### src/rtl/rr_grant_ctrl_if.sv
// rr_grant_ctrl_if
// Bundles the requester-side handshake and the decoder-side grant outputs
// of the round-robin arbiter into one interface.
//   arb_en      : 1 = new grants may be issued
//   req[7:0]    : request vector, bit i = requester i
//   done        : release pulse from the current owner
//   grant_idx   : index of the current owner (decoder select input)
//   grant_valid : grant active (decoder enable)
//   grant[7:0]  : one-hot grant, zero when grant_valid is low
//   busy        : arbiter is in an ownership or dead-cycle period
//   timeout     : one-cycle pulse on a forced release
// master drives the requests (requester bank / testbench),
// slave is the arbiter itself.
interface rr_grant_ctrl_if;
    logic       arb_en;
    logic [7:0] req;
    logic       done;
    logic [2:0] grant_idx;
    logic       grant_valid;
    logic [7:0] grant;
    logic       busy;
    logic       timeout;

    modport master (
        output arb_en, req, done,
        input  grant_idx, grant_valid, grant, busy, timeout
    );

    modport slave (
        input  arb_en, req, done,
        output grant_idx, grant_valid, grant, busy, timeout
    );
endinterface

### src/rtl/rr_grant_ctrl.sv
// rr_grant_ctrl
// Eight-way round-robin arbiter feeding a 3-to-8 one-hot select decoder.
// Each ownership period runs grant -> hold until release -> one dead cycle,
// so the decoder enable is always low for at least one cycle between owners.
// Ports:
//   clk  : system clock, rising edge
//   rst  : asynchronous, active-high reset
//   bus  : rr_grant_ctrl_if.slave (arb_en, req, done in;
//          grant_idx, grant_valid, grant, busy, timeout out)
// Parameters:
//   TIMEOUT : maximum hold cycles before a forced release (2..255)
//   CNT_W   : hold counter width, 2**CNT_W > TIMEOUT
// Optional feature:
//   RR_GRANT_TIMEOUT_EN - when defined, a grant held for TIMEOUT cycles
//   without release is forcibly released and timeout pulses during the
//   dead cycle. When undefined, the hold counter is not built, timeout is
//   tied low and TIMEOUT is ignored.
module rr_grant_ctrl #(
    parameter int TIMEOUT = 16,
    parameter int CNT_W   = 8
) (
    input  logic           clk,
    input  logic           rst,
    rr_grant_ctrl_if.slave bus
);

    typedef enum logic [1:0] {
        IDLE = 2'd0,
        BUSY = 2'd1,
        GAP  = 2'd2
    } state_t;

    state_t     state;
    state_t     state_nxt;

    // last is the round-robin pointer (resets to 7 so requester 0 has
    // top priority first); owner drives grant_idx and resets to 0. They
    // carry the same value after the first grant but reset differently.
    logic [2:0] last;
    logic [2:0] owner;

    logic [2:0] winner;
    logic [2:0] cand;
    logic       found;
    logic       grant_start;
    logic       release_now;
    logic       force_rel;

    // Rotating priority search: last+1 first, last itself last.
    always_comb begin
        found  = 1'b0;
        winner = last;
        cand   = last;
        for (int i = 1; i <= 8; i++) begin
            cand = last + 3'(i);
            if (!found && bus.req[cand]) begin
                found  = 1'b1;
                winner = cand;
            end
        end
    end

    assign grant_start = (state == IDLE) && bus.arb_en && found;

    // A withdrawn request releases the grant just like done does.
    assign release_now = bus.done || !bus.req[owner];

`ifdef RR_GRANT_TIMEOUT_EN
    logic [CNT_W-1:0] cnt;
    logic             to_flag;

    assign force_rel = (state == BUSY) && (cnt == CNT_W'(TIMEOUT - 1));

    // Hold counter: cleared on a new grant, counts BUSY cycles, saturates.
    always_ff @(posedge clk or posedge rst) begin
        if (rst) begin
            cnt <= '0;
        end else if (grant_start) begin
            cnt <= '0;
        end else if (state == BUSY && cnt != '1) begin
            cnt <= cnt + 1'b1;
        end
    end

    // The flag is only raised when the timeout alone ends the grant; it
    // lasts exactly the dead cycle that follows.
    always_ff @(posedge clk or posedge rst) begin
        if (rst) begin
            to_flag <= 1'b0;
        end else begin
            to_flag <= force_rel && !release_now;
        end
    end
`else
    logic unused_cfg;

    assign force_rel  = 1'b0;
    assign unused_cfg = (TIMEOUT != 0) ^ (CNT_W != 0);
`endif

    // State register.
    always_ff @(posedge clk or posedge rst) begin
        if (rst) begin
            state <= IDLE;
        end else begin
            state <= state_nxt;
        end
    end

    // Next-state logic. done outside BUSY falls through unused.
    always_comb begin
        state_nxt = state;
        unique case (state)
            IDLE: if (grant_start) state_nxt = BUSY;
            BUSY: if (release_now || force_rel) state_nxt = GAP;
            GAP:  state_nxt = IDLE;
            default: state_nxt = IDLE;
        endcase
    end

    // Winner capture: owner and round-robin pointer load together.
    always_ff @(posedge clk or posedge rst) begin
        if (rst) begin
            last  <= 3'd7;
            owner <= 3'd0;
        end else if (grant_start) begin
            last  <= winner;
            owner <= winner;
        end
    end

    // Outputs decode only from flops, so no input reaches an output
    // combinationally and reset clears them without a clock edge.
    always_comb begin
        bus.grant_idx   = owner;
        bus.grant_valid = (state == BUSY);
        bus.busy        = (state != IDLE);
        bus.grant       = 8'h00;
        if (state == BUSY) begin
            bus.grant[owner] = 1'b1;
        end
`ifdef RR_GRANT_TIMEOUT_EN
        bus.timeout = to_flag;
`else
        bus.timeout = 1'b0;
`endif
    end

endmodule

### src/flat_wrapper.sv
// flat-port wrapper written by rule: the top's interface ports become plain ports
module rr_grant_ctrl_flat 
#(
    parameter int TIMEOUT = 16,
    parameter int CNT_W   = 8
)
  (clk, rst, bus_arb_en, bus_req, bus_done, bus_grant_idx, bus_grant_valid, bus_grant, bus_busy, bus_timeout);
  rr_grant_ctrl_if bus_i ();
  input  logic clk;
  input  logic rst;
  input wire logic [$bits(bus_i.arb_en)-1:0] bus_arb_en;
  input wire logic [$bits(bus_i.req)-1:0] bus_req;
  input wire logic [$bits(bus_i.done)-1:0] bus_done;
  output wire logic [$bits(bus_i.grant_idx)-1:0] bus_grant_idx;
  output wire logic [$bits(bus_i.grant_valid)-1:0] bus_grant_valid;
  output wire logic [$bits(bus_i.grant)-1:0] bus_grant;
  output wire logic [$bits(bus_i.busy)-1:0] bus_busy;
  output wire logic [$bits(bus_i.timeout)-1:0] bus_timeout;
  assign bus_i.arb_en = bus_arb_en;
  assign bus_i.req = bus_req;
  assign bus_i.done = bus_done;
  assign bus_grant_idx = bus_i.grant_idx;
  assign bus_grant_valid = bus_i.grant_valid;
  assign bus_grant = bus_i.grant;
  assign bus_busy = bus_i.busy;
  assign bus_timeout = bus_i.timeout;
  rr_grant_ctrl #(.TIMEOUT(TIMEOUT), .CNT_W(CNT_W)) u_core (.clk(clk), .rst(rst), .bus(bus_i));
endmodule
### config.mk
export PLATFORM = sky130hd
export DESIGN_NAME = rr_grant_ctrl_flat
export DESIGN_NICKNAME = d
export VERILOG_FILES = /design/src/rtl/rr_grant_ctrl_if.sv /design/src/rtl/rr_grant_ctrl.sv /design/src/flat_wrapper.sv
export SDC_FILE = /design/constraint.sdc
export NUM_CORES = 1
export LEC_CHECK = 0
export CAP_MARGIN = 30
export CORE_MARGIN = 3
export CORE_UTILIZATION = 52
export DETAILED_ROUTE_END_ITERATION = 12
export GPL_TIMING_DRIVEN = 0
export PLACE_DENSITY = 0.79
export SYNTH_ARGS = -nofsm -noshare
export SYNTH_HDL_FRONTEND = slang
export SYNTH_SLANG_ARGS = --single-unit
### constraint.sdc
create_clock -name clk -period 3.67 [get_ports clk]
set_input_delay 0.9175 -clock clk [delete_from_list [all_inputs] [get_ports clk]]
set_output_delay 0.9175 -clock clk [all_outputs]
set_load 0.1 [all_outputs]
[Yosys cells after proc, flatten, opt, wreduce, memory -nomap -nowiden]
Cells that the tools add are included.
Storage, ports and cells
  bits in registers: 8
  word-level logic and storage cells: 85
Cells by class
  $add $sub $neg: 7
  $lt $le $gt $ge: 10
  equal/unequal tests: 3
  muxes and demuxes: 40
  reduce and logical (&&, ||, !) cells: 22
Operators with widths (count)
  $lt A3 B4 Y1 const B: 9
  $bmux W1 S3: 9
  $mux W3: 8
  $mux W1: 18
  $add A3 B3 Y3 const B: 4
  $logic_and A1 B1 Y1: 10
  $logic_not A1 Y1: 8
  $mux W8: 1
  $add A3 B2 Y3 const B: 2
  $mux W2: 2
  $ne A2 B1 Y1 const B: 2
  $pmux W2 S2: 1
  $add A3 B1 Y3 const B: 1
  $demux W1 S3: 1
  $ge A3 B1 Y1 const B: 1
  $eq A2 B1 Y1 const B: 1
  $logic_not A2 Y1: 1
  $reduce_and A2 Y1: 1
  $reduce_bool A2 Y1: 1
  $logic_or A1 B1 Y1: 1

[Logic depth before layout (Yosys ltp)]
Gate-level depths: netlist of the first run.
  word-level depth: 28
  mapped depth: 12
  gate-level depth less buffers: 9

[Worst setup path before layout of the first run]
OpenSTA, ideal clock, no wires.
  path type: flip-flop to output port
  start point: register u_core.state[0]
  end point: output port bus_grant[1]
  data arrival time: 4094 ps
  slack: -1342 ps
  stages on the path, launching flop included: 5
  buffers on the path: 0
  cells stage by stage: dfrtp_1 > inv_1 > nor2_1 > nand2_1 > nor3_1
On the way
  cells in the longest elaborated chain, start to end: 2
RTL lines
  start, declared: RTL line rr_grant_ctrl.sv:33  | state_t state;
  start signal, assigned: RTL line rr_grant_ctrl.sv:106  | state <= state_nxt;
  $eq A2 B1 Y1
  via bus_grant_valid: RTL line flat_wrapper.sv:15  | output wire logic [$bits(bus_i.grant_valid)-1:0] bus_grant_valid;
  $mux W8: RTL line rr_grant_ctrl.sv:139  | if (state == BUSY) begin
  end, declared: RTL line flat_wrapper.sv:16  | output wire logic [$bits(bus_i.grant)-1:0] bus_grant;
The timed path passes the listed nets, and every way through them passes these cells.

[Worst setup path after layout of the first run]
  start point: register u_core.last[0]
  end point: register u_core.last[1]
On the way
  cells in the longest elaborated chain, start to end: 26
  elaborated cells between the ends (all ways): 54
RTL lines
  start, declared: RTL line rr_grant_ctrl.sv:39  | logic [2:0] last;
  start signal, assigned: RTL line rr_grant_ctrl.sv:127  | last <= winner;
  $add A3 B1 Y3: RTL line rr_grant_ctrl.sv:55  | cand = last + 3'(i);
  $bmux W1 S3: RTL line rr_grant_ctrl.sv:56  | if (!found && bus.req[cand]) begin
  $mux W1 (not written as such): RTL line rr_grant_ctrl.sv:56
  $mux W1: RTL line rr_grant_ctrl.sv:56
  $logic_not A1 Y1: RTL line rr_grant_ctrl.sv:56
  $logic_and A1 B1 Y1: RTL line rr_grant_ctrl.sv:56
  $mux W1: RTL line rr_grant_ctrl.sv:56
  $logic_not A1 Y1: RTL line rr_grant_ctrl.sv:56
  [10 not listed]
  $mux W1: RTL line rr_grant_ctrl.sv:56
  $logic_not A1 Y1: RTL line rr_grant_ctrl.sv:56
  $logic_and A1 B1 Y1: RTL line rr_grant_ctrl.sv:56
  $mux W1: RTL line rr_grant_ctrl.sv:56
  $logic_not A1 Y1: RTL line rr_grant_ctrl.sv:56
  $logic_and A1 B1 Y1: RTL line rr_grant_ctrl.sv:56
  $mux W1: RTL line rr_grant_ctrl.sv:56
  $logic_and A1 B1 Y1: RTL line rr_grant_ctrl.sv:63  | assign grant_start = (state == IDLE) && bus.arb_en && found;
Parallel ways exist; a longest one is shown, timed or not. The select of a mux whose other input is x is not followed.
A chain may end at the register's enable or synchronous reset.

==> results of run 1 <==
==> state kept, by name (all words and copies together) (netlist names) <==
signal                flops
u_core.bus.grant_idx      3
u_core.last               3
u_core.state              2
==> worst max-delay path: stages (launching register included) <==
cell and delay [ps]:
dfstp_2 530, buf_2 190, buf_4 220, inv_1 80, ha_1 330, buf_6 160, mux2_4 310, and2_0 140
mux4_2 510, a221oi_2 270, o22ai_1 120, or4_1 440, nand2_1 90
==> how the worst max path moves through the flow <==
stage,from,endpoint,slack (ps),cells past startpoint
2_1_floorplan,u_core.state[0],bus_grant[1],-20,4
3_3_place_gp,u_core.last[1],u_core.bus.grant_idx[1],140,12
3_5_place_dp,u_core.last[1],u_core.last[1],80,12
4_1_cts,u_core.last[1],u_core.last[1],70,12
5_1_grt,u_core.last[0],u_core.last[1],30,12
6_report,u_core.last[0],u_core.last[1],220,12
==> layout make-up <==
cell class / count / area [um^2] / share of cell area, %
multi-input cells: 122 / 1030 / 63.8
repair buffers: 24 / 240 / 14.9
flip-flops and latches: 8 / 204 / 12.7
plain buffers: 8 / 51.3 / 3.19
well taps: 28 / 35.0 / 2.18
clock buffers: 4 / 26.3 / 1.63
inverters: 7 / 26.3 / 1.63
==> per-layer routing <==
layer	global-route usage, %	vias up	routed length (um)
li1	-	602	-
met1	29.3	584	1460
met2	39.9	59	1670
met3	3.25	4	191
met4	7.29	0	31
met5	0	-	0
==> kinds of logic after synthesis <==
kind of cell | share of synthesized area, %
buffers and inverters | 6.21
DFF | 15.8
xor gates and xnor gates | 3.40
adders and majority gates | 1.94
other | 0.291
AOI/OAI and AO/OA | 19.5
muxes | 33.7
and+or+nand+nor | 19.2
==> per-stage QoR <==
stage | hold WS (ps) | setup slack (ps)
global route | 556 | 26.3
floorplan | 491 | -21.5
global placement | 516 | 141
detailed placement | 523 | 84.2
finish | 530 | 221
CTS | 528 | 69.7
==> cells in the mapped netlist, types with 2 or more instances <==
cell type   n  area (um^2)
nor2_1     17         63.8
nand2_1    14         52.6
mux2i_1    12          120
inv_1       7         26.3
mux4_2      7          158
a21oi_1     5         25.0
dfrtp_1     5          125
nor2b_1     5         31.3
o21ai_0     5         25.0
buf_2       4         20.0
mux4_1      4          105
a31oi_1     3         18.8
dfstp_2     3         78.8
nand2b_1    3         18.8
nor3_1      3         15.0
xor2_1      3         26.3
a211oi_1    2         15.0
a21o_1      2         15.0
a221oi_1    2         17.5
and2_1      2         12.5
buf_4       2         15.0
clkbuf_1    2         7.51
ha_1        2         25.0
mux2_2      2         22.5
o211ai_1    2         15.0
o21a_1      2         15.0
o22ai_1     2         12.5
or3_1       2         12.5
xnor2_1     2         17.5
==> what timing repair did <==
| item | CTS | global route |
|---|---|---|
| resized for setup | 0 | 1 |
| setup endpoints to repair | 0 | 2 |
| buffers inserted | 0 | 0 |
==> key figures, run 1 <==
Worst setup path
  – Crit start category: flip-flop
  – WS Path Type: reg2reg
  – Crit-path max FO: 10
  – CP arrival: 3650 ps
  – Crit end category: flip-flop
  – Setup slack, reg-to-reg: 220 ps
  – Origin of the critical flop-to-flop path: u_core.last[0]
  – Worst reg2reg path depth: 12
  – R2r endpoint: u_core.last[1]
  – WP data required: 3870 ps

Finish
  – Post-route cell area: between 1500 and 2000 um^2
  – Fillcell total: 173
  – Final Core Density: 70.7%
  – Layout cells sized above 1: 19.1%
  – Nets: 188
  – Antenna diodes: 0
  – Commonest non-fill, non-tap cell in the layout: clkdlybuf4s50_1
  – Layout Cells excl Fill: 201
  – Area grow syn2layout: 24.7%
  – Most frequent cells in the layout: clkdlybuf4s50_1, nand2_1, nor2_1

Flow run
  – MaxCap Viol Count: 0

Floorplan
  – Die Width: between 50 and 60 um
  – Starting density of the core: 56.7%
  – Row cnt: 17
  – I/O pin count: 26
  – Placeable Area: 2280 um^2
  – Die H: 55.8 um
  – Die area: 3110 um^2

STA
  – Setup total negative slack: 0 ps
  – Tcrit/Tclk final: 94.0%
  – Relative slew slack: 34.2%
  – Post-layout minimum cycle time: 3450 ps
  – Max Slew Vio Count: 0
  – FMAX: 290 MHz
  – Setup violations, final: 0
  – Worst Tran Pin Value: between 900 and 1000 ps
  – Final hold viol count: 0
  – Clock Skews: between 1.5 and 2 ps
  – Unrepaired setup endpoints after global routing: false

CTS
  – Clk_lat worst skew: ~260 ps
  – H-Tree Depth: 1
  – Sink Count: 8
  – Clock buffer count from CTS: 3
  – Root Driver: clkbuf_4
  – CTS hold repair buffers: 0
  – Clock buffer depth: 2
  – CTS tree: built
  – Worst-path clk slew: ~50 ps

Drt
  – Total number of vias: 1,249
  – DRC: 0
  – Antenna Nets Post-Route: 0
  – Drt first pass iters: 4
  – Vias per inst: 6.21
  – Routed WL: roughly 3.4 mm
  – Iteration-0 DRC Markers: 34
  – Detailed-route wire length per cell: 16.7 um

Yosys
  – Yosys warnings: 0
  – Synth Register Bits: 8
  – Post-synth cell types: 49
  – Main synth FF type: dfrtp_1
  – Syn Inst Count: roughly 150
  – Synthesized cell area: approximately 1300 um^2
  – Seq/Total Area, Yosys: 15.8%
  – Syn_nets: between 150 and 200
  – Synth async-reset ratio: 100%
  – Synth Area per Inst: 8.84 um^2
  – Count of flip-flops with a built-in enable after synthesis: 0

Placement
  – I/O Buffers: 24
  – Cells after DPL: about 200
  – Global placement routability congestion: 0.862
  – Post-DP HPWL: 2.59 mm
  – Dpl cell area: approximately 1600 um^2

Hold path
  – Start point of the worst hold path: u_core.state[1]
  – Hold Crit Class: reg2reg
  – Worst Hold Path EP: u_core.state[0]
  – WHS Path Cells: 1

Global route
  – Total gr overflow: 0
  – Total track usage: 23.0%
  – Vias in the first global route: 1,223
  – Initial antenna violation count: 0
  – First-pass GRT wire length: 5.75 mm
  – Largest net degree at the start of global routing: 11

Outcome
  – Run status: completed
Power of run 1 is left out: the tool's default activity adds up to more than one toggle a clock period on the data nets, which glitch-free logic cannot reach.
==> run 2, diff against run 1 <==
--- a/config.mk
+++ b/config.mk
@@ -6,7 +6,8 @@
 export NUM_CORES = 1
 export LEC_CHECK = 0
 export CAP_MARGIN = 30
-export CORE_MARGIN = 3
+export CORE_ASPECT_RATIO = 1.1
+export CORE_MARGIN = 1.5
 export CORE_UTILIZATION = 52
 export DETAILED_ROUTE_END_ITERATION = 12
 export GPL_TIMING_DRIVEN = 0
==> constraint.sdc (replaced) <==
create_clock -name clk -period 3.8 [get_ports clk]
set_input_delay 0.95 -clock clk [delete_from_list [all_inputs] [get_ports clk]]
set_output_delay 0.95 -clock clk [all_outputs]
set_load 0.1 [all_outputs]
==> key figures, run 2 (same netlist as run 1, synthesis figures left out) <==
Outcome
  – Run status: completed

Worst setup path
  – Crit end category: flip-flop
  – Worst reg2reg path depth: 12 (unchanged)
  – WP data required: 3990 ps (+120 ps)
  – Crit start category: flip-flop
  – Crit-path max FO: 10 (unchanged)
  – WS Path Type: reg2reg
  – CP arrival: 3780 ps (+130 ps)

STA
  – Setup violations, final: 0 (unchanged)
  – FMAX: 278 MHz (-4.0%)
  – Worst Tran Pin Value: 979 ps (-4.78 ps)
  – Tcrit/Tclk final: 94.5% (+0.56 points)
  – Unrepaired setup endpoints after global routing: false
  – Max Slew Vio Count: 0 (unchanged)
  – Clock Skews: 5.53 ps (+4.00 ps)
  – Final hold viol count: 0 (unchanged)
  – Post-layout minimum cycle time: 3590 ps (+143 ps)
  – Setup total negative slack: 0 ps (unchanged)
  – Relative slew slack: 34.6% (+0.32 points)
  – Final worst slack: 208 ps (-13.3 ps)

Placement
  – I/O Buffers: 24 (unchanged)
  – Place WS: 189 ps (+105 ps)
  – Global placement routability congestion: 0.917 (+6.4%)
  – Post-DP HPWL: 2.51 mm (-2.9%)
  – Cells after DPL: 200 (+1.0%)

Drt
  – Detailed-route wire length per cell: 15.6 um (-6.3%)
  – Routed WL: 3.19 mm (-4.9%)
  – Total number of vias: 1,238 (-0.88%)
  – DRC: 0 (unchanged)
  – Drt first pass iters: 4 (unchanged)
  – Vias per inst: 6.07 (-2.3%)
  – Antenna Nets Post-Route: 0 (unchanged)
  – Iteration-0 DRC Markers: 24 (-29%)

Global route
  – First-pass GRT wire length: 5.71 mm (-0.71%)
  – Vias in the first global route: 1,265 (+3.4%)
  – Busiest grt layer: met2
  – Total track usage: 25.5% (+2.6 points)
  – Met2 Use GR: 47.0% (+7.1 points)
  – Initial antenna violation count: 0 (unchanged)
  – Grt met3 use: 2.43% (-0.82 points)
  – Total gr overflow: 0 (unchanged)
  – M1 GR Usage: 32.3% (+3.0 points)
  – Largest net degree at the start of global routing: 11 (unchanged)

CTS
  – Sink Count: 8 (unchanged)
  – Clock buffer count from CTS: 3 (unchanged)
  – CTS hold repair buffers: 0 (unchanged)
  – CTS tree: built
  – Root Driver: clkbuf_4
  – Clock buffer depth: 2 (unchanged)
  – Total setup buffers inserted after CTS: 0 (unchanged)
  – Worst-path clk slew: 60 ps (about the same)
  – Clk_lat worst skew: 250 ps (about the same)
  – Post-cts sizing count: 0 (unchanged)
  – H-Tree Depth: 1 (unchanged)

Finish
  – Area grow syn2layout: 25.1%
  – Layout cells sized above 1: 19.5% (+0.47 points)
  – Commonest non-fill, non-tap cell in the layout: clkdlybuf4s50_1
  – Antenna diodes: 0 (unchanged)
  – Layout Cells excl Fill: 204 (+1.5%)
  – Most frequent cells in the layout: clkdlybuf4s50_1, nand2_1, nor2_1
  – Nets: 189 (+0.53%)
  – Fillcell total: 198 (+14%)
  – Final Core Density: 70.3% (-0.44 points)

Hold path
  – WHS Path Cells: 1 (unchanged)
  – Hold Crit Class: reg2reg

Floorplan
  – Placeable Area: 2300 um^2 (+0.93%)
  – I/O pin count: 26 (unchanged)
  – Starting density of the core: 56.2% (-0.52 points)
  – Die area: 2790 um^2 (-10%)
  – Row cnt: 18 (+1)
  – Die H: 55.2 um (-1.0%)
  – Die Width: 50.5 um (-9.5%)

Flow run
  – MaxCap Viol Count: 0 (unchanged)
==> run 2: changes by cell type in the layout (fill, tap and decap cells not counted) <==
cell | before | now
buf_2 | 2 | 4
clkbuf_4 | 4 | 3
==> run 2: metal layers <==
layer  share of wire, %  vias to the layer above
met2                 53                       34
met3                4.1                        0
li1                   -                      604
met4                  0                        0
met1                 43                      600
met5                  0                        -
==> run 2: path summary, 6_finish.rpt <==
check                                start                      end  slack [ps]
max                         u_core.last[1]  u_core.bus.grant_idx[1]         210
min                        u_core.state[1]          u_core.state[0]         520
max reg2reg                 u_core.last[1]  u_core.bus.grant_idx[1]         210
min reg2reg                u_core.state[1]          u_core.state[0]         520
max in group asynchronous              rst           u_core.last[0]        2590
min in group asynchronous              rst  u_core.bus.grant_idx[1]         930
==> run 2: critical path: stages, from the launching register on <==
cell      delay (ps)
dfstp_2          530
buf_2            200
buf_2            260
inv_1            160
ha_1             350
buf_6            150
mux2_4           310
and2_0           130
mux4_2           510
a221oi_2         280
o22ai_1          120
or4_1            430
nand2_1           90
==> run 2: area by class of cell <==
type / instances / area [um^2] / area share [%]
buffer: 9 / 53.8 / 3.33
timing repair buffer: 24 / 240 / 14.9
sequential: 8 / 204 / 12.6
multi-input combinational: 122 / 1030 / 63.6
inverter: 7 / 26.3 / 1.63
clock buffer: 4 / 26.3 / 1.63
tap: 30 / 37.5 / 2.33
==> run 2: stage by stage <==
stage | hold WS, ps | cell area (um^2)
floorplan | 491 | 1310
global placement | 515 | 1590
detailed placement | 520 | 1590
CTS | 528 | 1610
global route | 549 | 1610
finish | 524 | 1610
Power of run 2 is left out for the same reason.
==> run 3, diff against run 2 <==
--- a/config.mk
+++ b/config.mk
@@ -6,12 +6,14 @@
 export NUM_CORES = 1
 export LEC_CHECK = 0
 export CAP_MARGIN = 30
+export CELL_PAD_IN_SITES_DETAIL_PLACEMENT = 0
+export CELL_PAD_IN_SITES_GLOBAL_PLACEMENT = 2
 export CORE_ASPECT_RATIO = 1.1
 export CORE_MARGIN = 1.5
-export CORE_UTILIZATION = 52
+export CORE_UTILIZATION = 31
 export DETAILED_ROUTE_END_ITERATION = 12
 export GPL_TIMING_DRIVEN = 0
-export PLACE_DENSITY = 0.79
+export PLACE_DENSITY = 0.78
 export SYNTH_ARGS = -nofsm -noshare
 export SYNTH_HDL_FRONTEND = slang
 export SYNTH_SLANG_ARGS = --single-unit
==> key figures, run 3 (same netlist as run 1, synthesis figures left out) <==
Outcome
  – Run status: completed

Global route
  – Largest net degree at the start of global routing: 11 (unchanged)
  – Vias in the first global route: 1,187 (-6.2%)
  – First-pass GRT wire length: 5.82 mm (+1.9%)
  – Total track usage: 16.4% (-9.2 points)
  – Total gr overflow: 0 (unchanged)
  – Initial antenna violation count: 0 (unchanged)

STA
  – Relative slew slack: 34.1% (-0.45 points)
  – Unrepaired setup endpoints after global routing: false
  – Post-layout minimum cycle time: 3570 ps (-18.6 ps)
  – Setup violations, final: 0 (unchanged)
  – Final hold viol count: 0 (unchanged)
  – Tcrit/Tclk final: 94.0% (-0.49 points)
  – Worst Tran Pin Value: 985 ps (+6.66 ps)
  – Clock Skews: 5.81 ps (+0.282 ps)
  – Setup total negative slack: 0 ps (unchanged)
  – FMAX: 280 MHz (+0.52%)
  – Max Slew Vio Count: 0 (unchanged)

Floorplan
  – Die Width: 64.5 um (+28%)
  – Row cnt: 24 (+6)
  – Die area: 4560 um^2 (+63%)
  – Die H: 70.7 um (+28%)
  – Placeable Area: 3960 um^2 (+73%)
  – I/O pin count: 26 (unchanged)
  – Starting density of the core: 32.5% (-24 points)

Finish
  – Antenna diodes: 0 (unchanged)
  – Area grow syn2layout: 28.9%
  – Layout cells sized above 1: 19.5% (unchanged)
  – Most frequent cells in the layout: clkdlybuf4s50_1, nand2_1, nor2_1
  – Nets: 189 (unchanged)
  – Commonest non-fill, non-tap cell in the layout: clkdlybuf4s50_1

Worst setup path
  – Worst reg2reg path depth: 12 (unchanged)
  – R2r endpoint: u_core.bus.grant_idx[1]
  – Setup slack, reg-to-reg: 230 ps (+20 ps)
  – WS Path Type: reg2reg
  – WP data required: 3970 ps (-20 ps)
  – Crit start category: flip-flop
  – Crit-path max FO: 10 (unchanged)
  – CP arrival: 3740 ps (-40 ps)
  – Origin of the critical flop-to-flop path: u_core.last[1]
  – Crit end category: flip-flop

Drt
  – Iteration-0 DRC Markers: 88 (+270%)
  – Routed WL: 3.69 mm (+16%)
  – Vias per inst: 5.59 (-7.8%)
  – Antenna Nets Post-Route: 0 (unchanged)
  – Drt first pass iters: 4 (unchanged)
  – Detailed-route wire length per cell: 16.3 um (+4.4%)
  – Total number of vias: 1,264 (+2.1%)
  – DRC: 0 (unchanged)

Hold path
  – Start point of the worst hold path: u_core.state[1]
  – Worst Hold Path EP: u_core.state[0]
  – Hold Crit Class: reg2reg
  – WHS Path Cells: 1 (unchanged)

CTS
  – H-Tree Depth: 1 (unchanged)
  – Total setup buffers inserted after CTS: 0 (unchanged)
  – Clock buffer depth: 2 (unchanged)
  – CTS tree: built
  – Clock buffer count from CTS: 3 (unchanged)
  – Clk_lat worst skew: 230 ps (-20 ps)
  – Root Driver: clkbuf_8
  – CTS hold repair buffers: 0 (unchanged)
  – Worst-path clk slew: 40 ps (-20 ps)
  – Sink Count: 8 (unchanged)

Placement
  – Global placement routability congestion: 0.856 (-6.6%)
  – Post-DP HPWL: 2.83 mm (+12%)
  – I/O Buffers: 24 (unchanged)

Flow run
  – MaxCap Viol Count: 0 (unchanged)
## run 3: cell count changes in the layout (fill, tap and decap cells not counted), sizes merged
cell and change:
clkbuf +1, buf -1
## run 3: worst max-delay path by stage
stage / start / endpoint / slack [ps]
after detailed placement: u_core.last[1] / u_core.bus.grant_idx[1] / 190
after global routing: u_core.last[1] / u_core.last[1] / 30
after floorplan: u_core.state[0] / bus_grant[1] / 80
after global placement: u_core.last[1] / u_core.bus.grant_idx[1] / 190
after CTS: u_core.last[1] / u_core.bus.grant_idx[1] / 170
final: u_core.last[1] / u_core.bus.grant_idx[1] / 230
## run 3: metal layers
| metal | GRT usage (%) | part of all wire [%] | up-vias |
|---|---|---|---|
| met3 | 1.11 | 3.5 | 5 |
| met2 | 30.3 | 53 | 38 |
| met4 | 4.96 | 0.95 | 0 |
| met1 | 20.1 | 43 | 619 |
| met5 | 0 | 0 | - |
| li1 | - | - | 602 |
## run 3: final cells by class
| class | count | area (um^2) |
|---|---|---|
| fillers | 431 | 2300 |
| multi-input cells | 122 | 1030 |
| repair buffers | 24 | 240 |
| flip-flops and latches | 8 | 204 |
| well taps | 52 | 65.1 |
| plain buffers | 9 | 56.3 |
| clock buffers | 4 | 45.0 |
| inverters | 7 | 26.3 |
## run 3: timing repair
item | in CTS | in global routing
hold endpoints to repair | 0 | 0
gates resized for setup | 0 | 1
endpoints found under the setup margin | 0 | 2
## run 3: critical path: stages, from the launching register on
cell and delay [ps]:
dfstp_2 520, buf_2 200, clkbuf_4 250, inv_1 140, ha_1 340, buf_6 160, mux2_4 310, and2_0 130
mux4_2 510, a221oi_2 290, o22ai_1 120, or4_1 450, nand2_1 90
## run 3: per-stage QoR
step                      setup slack, ps  hold slack, ps  std cells  util (%)  instance area (um^2)
after detailed placement              185             529        222      40.8                  1620
after CTS                             172             535        226      41.9                  1660
after floorplan                      76.0             491        146         -                  1310
after global routing                 27.9             549        226      42.0                  1660
after global placement                195             515        222      40.8                  1620
final                                 226             536        226      42.0                  1660
Power of run 3 is left out for the same reason.
